`src/rtl/fifo_wr_arbiter.sv`:
```
// Round-robin arbiter sharing one synchronous-FIFO write port among NUM_REQ req/gnt requesters.
// Define FIFO_ARB_STATS_EN to add the xfer_cnt/stall_cnt statistics outputs.
module fifo_wr_arbiter #(
    parameter int unsigned NUM_REQ    = 4,
    parameter int unsigned FIFO_WIDTH = 16
) (
    input  logic                          clk,
    input  logic                          rst_n,
    input  logic [NUM_REQ-1:0]            req,
    input  logic [NUM_REQ*FIFO_WIDTH-1:0] req_data,
    output logic [NUM_REQ-1:0]            gnt,
    input  logic                          full,
    input  logic                          almostfull,
    output logic                          wr_en,
    output logic [FIFO_WIDTH-1:0]         data_in,
`ifdef FIFO_ARB_STATS_EN
    output logic [15:0]                   xfer_cnt,
    output logic [15:0]                   stall_cnt,
`endif
    output logic [$clog2(NUM_REQ)-1:0]    last_src
);

    localparam int unsigned SRC_W = $clog2(NUM_REQ);

    logic [SRC_W-1:0]      rr_ptr;
    logic [SRC_W-1:0]      idx;
    logic [SRC_W-1:0]      grant_idx;
    logic                  found;
    logic                  can_wr;
    logic                  xfer;
    logic [FIFO_WIDTH-1:0] sel_word;

    // A write still in flight will take the last free slot.
    assign can_wr = !full && !(almostfull && wr_en);

    always_comb begin
        gnt       = '0;
        found     = 1'b0;
        grant_idx = '0;
        idx       = '0;
        if (rst_n && can_wr) begin
            for (int k = 1; k <= int'(NUM_REQ); k++) begin
                idx = SRC_W'((int'(rr_ptr) + k) % int'(NUM_REQ));
                if (!found && req[idx]) begin
                    found     = 1'b1;
                    gnt[idx]  = 1'b1;
                    grant_idx = idx;
                end
            end
        end
    end

    assign xfer     = |(gnt & req);
    assign sel_word = req_data[grant_idx*FIFO_WIDTH +: FIFO_WIDTH];

    always_ff @(posedge clk or negedge rst_n) begin
        if (!rst_n) begin
            wr_en    <= 1'b0;
            data_in  <= '0;
            last_src <= '0;
            rr_ptr   <= SRC_W'(NUM_REQ - 1);
        end else if (xfer) begin
            wr_en    <= 1'b1;
            data_in  <= sel_word;
            last_src <= grant_idx;
            rr_ptr   <= grant_idx;
        end else begin
            wr_en    <= 1'b0;
        end
    end

`ifdef FIFO_ARB_STATS_EN
    always_ff @(posedge clk or negedge rst_n) begin
        if (!rst_n) begin
            xfer_cnt  <= '0;
            stall_cnt <= '0;
        end else begin
            if (xfer && xfer_cnt != 16'hFFFF) begin
                xfer_cnt <= xfer_cnt + 16'd1;
            end
            if (|req && !can_wr && stall_cnt != 16'hFFFF) begin
                stall_cnt <= stall_cnt + 16'd1;
            end
        end
    end
`endif

endmodule
```
`config.mk`:
```
export PLATFORM = sky130hd
export DESIGN_NAME = fifo_wr_arbiter
export DESIGN_NICKNAME = d
export VERILOG_FILES = /design/src/rtl/fifo_wr_arbiter.sv
export SDC_FILE = /design/constraint.sdc
export NUM_CORES = 1
export LEC_CHECK = 0
export CORE_MARGIN = 2
export CORE_UTILIZATION = 39
export CTS_CLUSTER_DIAMETER = 30
export CTS_CLUSTER_SIZE = 25
export DETAILED_ROUTE_END_ITERATION = 16
export PLACE_DENSITY = 0.86
export SETUP_SLACK_MARGIN = 0.02
export SLEW_MARGIN = 20
export SYNTH_ARGS = -nofsm -noshare
export SYNTH_HDL_FRONTEND = slang
export SYNTH_SLANG_ARGS = --single-unit
export TNS_END_PERCENT = 30
```
`constraint.sdc`:
```
create_clock -name clk -period 3.25 [get_ports clk]
set_input_delay 0.4875 -clock clk [delete_from_list [all_inputs] [get_ports clk]]
set_output_delay 0.4875 -clock clk [all_outputs]
set_load 0.1 [all_outputs]
```
==> summary.txt <==
GRT
  • Total track usage: 21.5%
  • First-pass GRT wire length: 10700 um
  • Global route total overflow: 0
  • Number of global-route vias before repair: 2238
  • Largest net degree at the start of global routing: 33
  • Initial antenna violation count: 0

STA
  • Fin crit share: 94.6%
  • Skew final: 4.87 ps
  • Final-report setup violation count: 0
  • Post-layout min period: 3070 ps
  • RSZ-0062 raised after global routing: no
  • Headroom to the max-slew limit: 33.0%
  • Max-slew violations: 0
  • Final-report hold violation count: 0
  • Fmax: 325 MHz
  • Worst slew pin tran: 1000 ps

Logic synthesis
  • Compound-Gate Fraction of Synth Area: 33.9%
  • Post-Synth Adder-Cell Area: 4.59%
  • Post-Synth XOR/XNOR Area: 0%
  • Synthesis Warnings: 0
  • Post-synthesis simple-gate area fraction: 26.3%
  • Cells after Synth: 236
  • Syn Area/Cell: 9.25 um2
  • Largest family of logic cells by synthesized area: compound AO/OA/AOI/OAI gates
  • Mapped Nets: 316
  • Post-synthesis mux area share: 3.10%
  • Synth Register Bits: 21
  • Mapped Area: 2180 um2
  • Sequential area share after synthesis: 24.2%
  • Synth cell types: 42

Layout
  • Fill cell count: 477
  • Diodes inserted: 0
  • Layout cell share with drive strength beyond 1: 20.9%
  • Area Overhead vs Synth: 51.7%
  • Most common cell after layout, fill and taps aside: clkdlybuf4s50_1
  • Final net count: 406
  • Most frequent cells in the layout: 88 x clkdlybuf4s50_1, 35 x nor3b_1, 26 x a211oi_1
  • Fin area: 3310 um2
  • Fin cells: 397

Die
  • Initial core utilization: 40.1%
  • Area of the die: 6210 um2
  • Core area: 5440 um2
  • Die width: 78.8 um
  • Rows: 27
  • Ports: 95
  • Die H: 78.8 um

Setup path
  • CP top delay family: multiplexers
  • Worst path slowest cell: mux4_2
  • Worst Path Max Fanout: 9
  • Worst r2r src: rr_ptr[1]
  • Worst EP required: 2760 ps
  • Setup crit end kind: primary output
  • Slowest cell delay on critical path: 590 ps
  • Worst setup path startpoint: rr_ptr[1]
  • Most frequent cell on the critical path: a21oi_1
  • CP Launch Type: flop
  • Crit Path Class: reg2out
  • Buf/Inv on CP: 2
  • WP data arrival: 2590 ps
  • Crit-path cells: inv_1 > ha_1 > mux4_2 > nor2b_1 > a21oi_1 > a21oi_1 > nor2_4 > buf_12

Clock network
  • Worst-path clk slew: 80 ps
  • Skew-Pair Late Insertion Delay: 260 ps
  • CTS tree: yes
  • Num CTS Buffers: 3
  • Count of hold-fix buffers inserted at cts: 0
  • Setup Fix Bufs, Post-CTS: 0
  • Longest Clk Path Bufs: 2
  • Root Driver: clkbuf_8
  • Sink Count: 21
  • Post-CTS Resized: 0
  • H-tree depth: 1

Placement
  • Port bufs: 94
  • Placed cell count: 393
  • Placed inst area: 3260 um2
  • HPWL Detailed: 5220 um
  • GPL Wtd Cong: 1.02

Power and ir drop
  • P_leak: 1.19 nW
  • Worst vdd ir: 0.507 mV
  • Total chip power: 3.52 mW
  • Power per cell area: 1060 nW/um2

Routing
  • Via density: 5.93
  • Final WL: 6870 um
  • Wire per inst: 17.3 um
  • DRT iter0 DRCs: 134
  • DR vias: 2354
  • Pre-antenna DRT Iters: 4
  • Number of routed nets with antenna violations: 0
  • DRC viols: 0

Run
  • Max_cap viols: 0

Min path
  • Hold Startpoint: last_src[1]
  • Min-Delay Path Class: reg2reg

Outcome
  • Run status: completed
-- registers in the layout (all words and copies together) (netlist names) --
register and flops:
rr_ptr 2, data_in 16, last_src 2, wr_en 1
-- path summary, 6_finish.rpt --
kind / endpoint / slack, ps / cells after the start
min reg2reg: last_src[1] / 520 / 2
max reg2reg: data_in[2] / 340 / 8
min: last_src[1] / 520 / 2
min in group asynchronous: data_in[8] / 650 / 2
max in group asynchronous: rr_ptr[1] / 2320 / 2
max: gnt[2] / 180 / 8
-- logic make-up after synthesis --
logic type,count (synthesis)
simple gates,87
compound gates,85
buf+inv,32
flops,21
fa+ha+maj,8
mux,3
-- layout make-up --
type	count	area, um2	area share, %
Multi-Input combinational cell	183	1520	45.9
Tap cell	72	90.1	2.72
Inverter	6	22.5	0.681
Timing Repair Buffer	111	1100	33.3
Sequential cell	21	528	16.0
Clock inverter	1	5.00	0.151
Clock buffer	3	41.3	1.25
-- power by group --
| part | internal (mW) | switching, mW | leakage, nW | total, mW |
|---|---|---|---|---|
| registers | 0.399 | 0.0711 | 0.260 | 0.470 |
| logic | 0.914 | 1.96 | 0.900 | 2.88 |
| clock network | 0.0855 | 0.0860 | 0.0255 | 0.172 |
| total | 1.40 | 2.12 | 1.19 | 3.52 |
-- stage by stage --
stage	utilization (%)	setup WS (ps)	setup TNS (ps)	hold WS (ps)
4_1_cts	60.8	182	0	519
6_report	60.8	176	0	517
2_1_floorplan	-	-135	-386	192
5_1_grt	60.8	34.4	0	548
3_3_place_gp	60.0	317	0	493
3_5_place_dp	60.0	171	0	502
-- synthesized netlist by cell type --
cell type,n,area [um2]
nand3_1,20,100
nor2b_1,4,25.0
nor2_1,4,15.0
a31oi_1,1,6.26
a311oi_1,1,8.76
a211oi_1,26,195
nand3b_4,1,20.0
o21ai_1,7,35.0
o31ai_1,2,15.0
o31ai_2,15,188
mux4_2,3,67.6
a21oi_1,14,70.1
nor3_1,3,15.0
nor3b_1,35,263
buf_6,5,56.3
a2111oi_2,1,15.0
ha_1,8,100
a32oi_1,1,8.76
and2_4,1,8.76
inv_1,4,15.0
a22oi_1,2,15.0
inv_2,2,7.51
a311o_1,1,10.0
or2_1,1,6.26
o311a_1,1,10.0
a221oi_1,1,8.76
clkbuf_1,10,37.5
nand2_1,5,18.8
and3b_1,3,26.3
nand3b_1,4,30.0
a311oi_2,1,15.0
or3b_1,2,17.5
a311oi_4,1,26.3
nand2b_1,2,12.5
and2_1,1,6.26
dfrtp_1,19,475
buf_2,11,55.1
or4b_1,1,10.0
o2111ai_1,1,8.76
o21ai_0,1,5.00
dfstp_2,2,52.6
a211oi_2,8,100
-- worst register-to-register path: cells and delay by family, from the launching register on --
family | cells | cell delay (ps)
AOI/OAI and AO/OA | 3 | 780
adders and majority gates | 1 | 330
buffers and inverters | 1 | 90
DFF | 1 | 530
muxes | 1 | 590
and+or+nand+nor | 2 | 480
-- layer usage --
metal	share of wire, %	global-route usage [%]	wire [um]	vias up
met3	6.8	3.98	465	12
met2	51	37.8	3500	102
met5	0	0	0	-
li1	-	-	-	1100
met4	1.9	7.54	131	0
met1	40	26.2	2770	1140
No activity file was read; power rests on OpenSTA's default activity.
